===== src/rtl/pipe_pkg.sv =====
// Shared IF/ID pipeline types: payload layout, bubble constant and an entry-count helper.
package pipe_pkg;

    typedef struct packed {
        logic [31:0] pc;
        logic [31:0] pc_four;
        logic [31:0] instr;
    } if_id_payload_t;

    localparam int unsigned   IfIdW      = $bits(if_id_payload_t);
    localparam if_id_payload_t IfIdBubble = '0;

    function automatic logic [1:0] entry_count(input logic out_full, input logic skid_full);
        return {1'b0, out_full} + {1'b0, skid_full};
    endfunction

endpackage


===== src/rtl/pipe_skid_buf.sv =====
// Second (skid) entry of pipe_stage_reg. empty_o is a flop output so the upstream ready
// never depends combinationally on the downstream ready.
module pipe_skid_buf
    import pipe_pkg::*;
#(
    parameter int unsigned DATA_W = IfIdW
) (
    input  logic              clk_i,
    input  logic              rst_i,
    input  logic              flush_i,
    input  logic              load_i,
    input  logic              drain_i,
    input  logic [DATA_W-1:0] data_i,
    output logic              empty_o,
    output logic [DATA_W-1:0] data_o
);

    logic              r_empty;
    logic [DATA_W-1:0] r_data;

    // load only happens while empty and drain only while full, so they never collide.
    always_ff @(posedge clk_i or negedge rst_i) begin
        if (!rst_i) begin
            r_empty <= 1'b1;
        end else if (flush_i) begin
            r_empty <= 1'b1;
        end else if (load_i) begin
            r_empty <= 1'b0;
        end else if (drain_i) begin
            r_empty <= 1'b1;
        end
    end

    always_ff @(posedge clk_i or negedge rst_i) begin
        if (!rst_i) begin
            r_data <= '0;
        end else if (load_i) begin
            r_data <= data_i;
        end
    end

    assign empty_o = r_empty;
    assign data_o  = r_data;

endmodule


===== src/rtl/pipe_stage_reg.sv =====
// Valid/ready pipeline register. Define PIPE_SKID_EN for a two-entry skid stage with a
// registered in_ready_o; otherwise a single entry with combinational in_ready_o.
module pipe_stage_reg
    import pipe_pkg::*;
#(
    parameter int unsigned        DATA_W     = IfIdW,
    parameter logic [DATA_W-1:0]  BUBBLE_VAL = DATA_W'(IfIdBubble)
) (
    input  logic              clk_i,
    input  logic              rst_i,
    input  logic              flush_i,
    input  logic              in_valid_i,
    output logic              in_ready_o,
    input  logic [DATA_W-1:0] in_data_i,
    output logic              out_valid_o,
    input  logic              out_ready_i,
    output logic [DATA_W-1:0] out_data_o,
    output logic [1:0]        count_o
);

    logic              r_out_valid;
    logic [DATA_W-1:0] r_out_data;
    logic              w_out_valid_d;
    logic [DATA_W-1:0] w_out_data_d;

    always_ff @(posedge clk_i or negedge rst_i) begin
        if (!rst_i) begin
            r_out_valid <= 1'b0;
            r_out_data  <= BUBBLE_VAL;
        end else begin
            r_out_valid <= w_out_valid_d;
            r_out_data  <= w_out_data_d;
        end
    end

`ifdef PIPE_SKID_EN
    logic              w_in_xfer;
    logic              w_skid_empty;
    logic              w_skid_load;
    logic              w_skid_drain;
    logic [DATA_W-1:0] w_skid_data;

    assign in_ready_o   = w_skid_empty;
    assign w_in_xfer    = in_valid_i && in_ready_o;
    assign w_skid_load  = w_in_xfer && r_out_valid && !out_ready_i;
    assign w_skid_drain = !w_skid_empty && out_ready_i;

    pipe_skid_buf #(
        .DATA_W (DATA_W)
    ) u_skid (
        .clk_i   (clk_i),
        .rst_i   (rst_i),
        .flush_i (flush_i),
        .load_i  (w_skid_load),
        .drain_i (w_skid_drain),
        .data_i  (in_data_i),
        .empty_o (w_skid_empty),
        .data_o  (w_skid_data)
    );

    // A full skid entry is always older than any new input, so it refills the output first.
    always_comb begin
        w_out_valid_d = r_out_valid;
        w_out_data_d  = r_out_data;
        if (flush_i) begin
            w_out_valid_d = 1'b0;
            w_out_data_d  = BUBBLE_VAL;
        end else if (!w_skid_empty) begin
            if (out_ready_i) begin
                w_out_valid_d = 1'b1;
                w_out_data_d  = w_skid_data;
            end
        end else if (!r_out_valid || out_ready_i) begin
            w_out_valid_d = in_valid_i;
            w_out_data_d  = in_valid_i ? in_data_i : BUBBLE_VAL;
        end
    end

    assign count_o = entry_count(r_out_valid, !w_skid_empty);
`else
    assign in_ready_o = !r_out_valid || out_ready_i;

    always_comb begin
        w_out_valid_d = r_out_valid;
        w_out_data_d  = r_out_data;
        if (flush_i) begin
            w_out_valid_d = 1'b0;
            w_out_data_d  = BUBBLE_VAL;
        end else if (in_ready_o) begin
            w_out_valid_d = in_valid_i;
            w_out_data_d  = in_valid_i ? in_data_i : BUBBLE_VAL;
        end
    end

    assign count_o = entry_count(r_out_valid, 1'b0);
`endif

    assign out_valid_o = r_out_valid;
    assign out_data_o  = r_out_data;

endmodule


===== config.mk =====
export PLATFORM = sky130hd
export DESIGN_NAME = pipe_stage_reg
export DESIGN_NICKNAME = d
export VERILOG_FILES = /design/src/rtl/pipe_pkg.sv /design/src/rtl/pipe_skid_buf.sv /design/src/rtl/pipe_stage_reg.sv
export SDC_FILE = /design/constraint.sdc
export NUM_CORES = 1
export LEC_CHECK = 0
export ABC_CLOCK_PERIOD_IN_PS = 1400
export CORE_MARGIN = 5
export CORE_UTILIZATION = 41
export DETAILED_ROUTE_END_ITERATION = 6
export GPL_TIMING_DRIVEN = 0
export HOLD_SLACK_MARGIN = 0.15
export PLACE_DENSITY = 0.85
export SLEW_MARGIN = 20
export SYNTH_ARGS = -nofsm -noshare
export SYNTH_HDL_FRONTEND = slang
export SYNTH_SLANG_ARGS = --single-unit
export TNS_END_PERCENT = 5

===== constraint.sdc =====
create_clock -name clk_i -period 1.4 [get_ports clk_i]
set_clock_uncertainty 0.1 [all_clocks]
set_input_delay 0.21 -clock clk_i [delete_from_list [all_inputs] [get_ports clk_i]]
set_output_delay 0.21 -clock clk_i [all_outputs]
set_load 0.01 [all_outputs]

==> metrics <==
combinational power share 19.4%; # IOs 201; Cell Count, Final, Fillers Out 791; period utilisation layout 112.2%; Synth area leader dfrtp_1; H-tree levels 3; xor-xnor portion of the synthesized cell area 0%; r2r startpoint out_valid_o$_DFFE_PN0P_; grt ovf 0; Max Slew Vio Count 0; Clock Power Share ~31%; Post-synth top cells dfrtp_1 (97), nand2_1 (96), a21oi_1 (66), nand3_1 (66); sw frac 25.92%; Synth Area in Compound Gates 13.73%; slew at the pin closest to its max-slew limit ~600 ps; # rows 37; leakage power approximately 3.2 nW; CP Launch Type flop; worst-path fanout max 2; aggregate global-route resource usage 20.87%; initial antenna violation count 0; register share of total power 50.0%; result of the run finished with violations; flop2flop setup slack -140 ps; CP max stage delay roughly 370 ps; die area 0.01269 mm2; Die Wd 112.6 um; TritonCTS clock tree built; initial core utilization 42.03%; vias in the first global route a little over 4000; total clock buffers created by CTS 9; largest net degree at the start of global routing 54; Clock Pin Slew Worst Setup and Hold Paths approximately 90 ps; remaining antenna violation count after routing 0; Synth Area in Adders 0%; syn_nets 536; dpl ws -699.6 ps; CP startpoint out_valid_o$_DFFE_PN0P_; nets 752; DR pass1 iterations 6; sequential area share after synthesis 56.20%; Final WS setup -171.3 ps; r2r worst-path depth 8; NetSw 1.548 mW; Avg Cell Area, Syn ~9.9 um2; normalized max-slew margin roughly 60%; CP Data Arrival Time 1260 ps; failing checks setup timing; yosys warns 0; Internal Power 4.424 mW; Reg-to-Reg End out_data_o[69]$_DFFE_PN0P_; Synth area leaders dfrtp_1 (56%), nand2_1 (8.3%), a21oi_1 (7.6%); pwr/cell area roughly 870 mW/mm2; DRC 0; core area 0.01028 mm2; Clock Sinks 97; Tightest Hold Check Type in -> async; Simple-Gate Fraction of Synth Area between 20% and 30%; mux contribution to synthesized area 0%; Worst Setup EP in_ready_o; layout cells sized above 1 23.05%; Total Wirelength 13680 um; Final GP Congestion 0.8198; Synth Instances 435; Post-synth top flop dfrtp_1; top-count cell post-synth dfrtp_1; Period minus WS final 1571 ps; Max VDD drop 0.4580 mV; Die H 112.6 um; Async S/R FF share, synth 100.0%; CP dominant cell by count buf_6; IO Port Bufs 197; clock tree buffer depth 2; clk_lat worst skew 360 ps; routed length per instance 17.29 um; CP Cell Sequence nor2b_4 -> buf_8 -> inv_8 -> buf_6 -> buf_6; max_cap viols 0; Yosys cell types 17; Yosys top cell area share roughly 56%; global-route wire length before repair 21310 um; DPL Wire Length between 10000 and 15000 um; combinational family with the most area after synthesis simple AND/OR/NAND/NOR gates; DRT iter0 DRCs slightly below 200; Post-synth EDFFs 0; Synth Register Bits slightly below 100; Critical Path RT between 1000 and 1500 ps; CP max stage cell dfrtp_1; RSZ-0062 raised after global routing true; Final Hold Viols 0; vias per cell 5.118; Fmax 636.4 MHz; WS Path Type reg -> out; Post-Syn Area between 0.004 and 0.005 mm2; Antenna diodes 0; Vias 4048; dpl cells 769; # setup viols final 77; Critical Path End Type output port; root buf cell clkbuf_8; area delta synth->final 59.39%
==> per-layer routing <==
metal	wire length [um]	GRT usage, %
met1	5521	25.28
met2	6634	35.11
met3	1249	6.685
met4	275	7.051
met5	0	0
==> worst min path at each step <==
stage / slack, ps / from / end
final: 230 / rst_i / out_data_o[50]$_DFFE_PN0P_
after global routing: 260 / rst_i / out_data_o[52]$_DFFE_PN0P_
after CTS: 240 / rst_i / out_data_o[50]$_DFFE_PN0P_
after detailed placement: 60 / rst_i / out_data_o[50]$_DFFE_PN0P_
after global placement: 410 / out_data_o[49]$_DFFE_PN0P_ / out_data_o[49]$_DFFE_PN0P_
after floorplan: -190 / rst_i / out_data_o[0]$_DFFE_PN0P_
==> cell type report <==
type / count / area (um2)
Inverter: 1 / 11.26
Sequential cell: 97 / 2427
Tap cell: 136 / 170.2
Timing Repair Buffer: 205 / 1984
Clock inverter: 3 / 40.04
Multi-Input combinational cell: 292 / 1728
Clock buffer: 12 / 155.1
Buffer: 45 / 367.9
Fill cell: 836 / 3393
==> stage by stage <==
stage | hold WS [ps] | utilization (%) | TNS (ps) | instance area (um2) | total power [mW]
floorplan | -185.6 | - | 0 | 4319 | 3.478
global placement | 406.9 | 62.87 | -364330 | 6461 | 4.167
detailed placement | 60.91 | 63.15 | -28280 | 6490 | 4.205
CTS | 239.0 | 65.45 | -5920 | 6726 | 6.001
global route | 263.8 | 66.98 | -9607 | 6884 | 6.267
finish | 234.4 | 66.98 | -4799 | 6884 | 5.972
==> power by group through the flow <==
stage          combinational (mW)  sequential, mW  clock (mW)
2_1_floorplan               0.382            3.10           0
3_3_place_gp                 1.13            3.04           0
3_5_place_dp                 1.16            3.05           0
4_1_cts                      1.13            2.98        1.89
5_1_grt                      1.25            3.00        2.02
6_report                     1.16            2.98        1.83
==> cell families (layout without fill, tap and decap cells) <==
family	after synthesis	count (layout)
other cells	1	1
buf+inv	46	266
flops	97	97
simple gates	195	195
compound gates	96	96
==> worst max-delay path: cells and delay by family (launching register included) <==
kind,cells,cell delay [ps]
buffers and inverters,4,380
flip-flops,1,370
AND/OR/NAND/NOR,1,150
==> what timing repair did <==
action,in CTS,in global routing
buffers inserted,5,1
hold endpoints to repair,97,0
hold buffers,1,0
gates cloned,0,0
pin swaps,58,36
endpoints found under the setup margin,189,111
resized for setup,144,47
==> registers in the layout, indices dropped and copies added (netlist names) <==
register     cells
out_valid_o      1
out_data_o      96
==> cells in the final DEF (no fill, tap or decap), drive strengths merged, types with 11 or more instances in the layout <==
| cell type | n |
|---|---|
| clkdlybuf4s50 | 97 |
| dfrtp | 97 |
| nand2 | 96 |
| nand3 | 96 |
| a21oi | 96 |
| dlygate4sd2 | 85 |
| buf | 48 |
| clkbuf | 20 |
| clkdlybuf4s15 | 11 |
No activity file was read; power rests on OpenSTA's default activity.
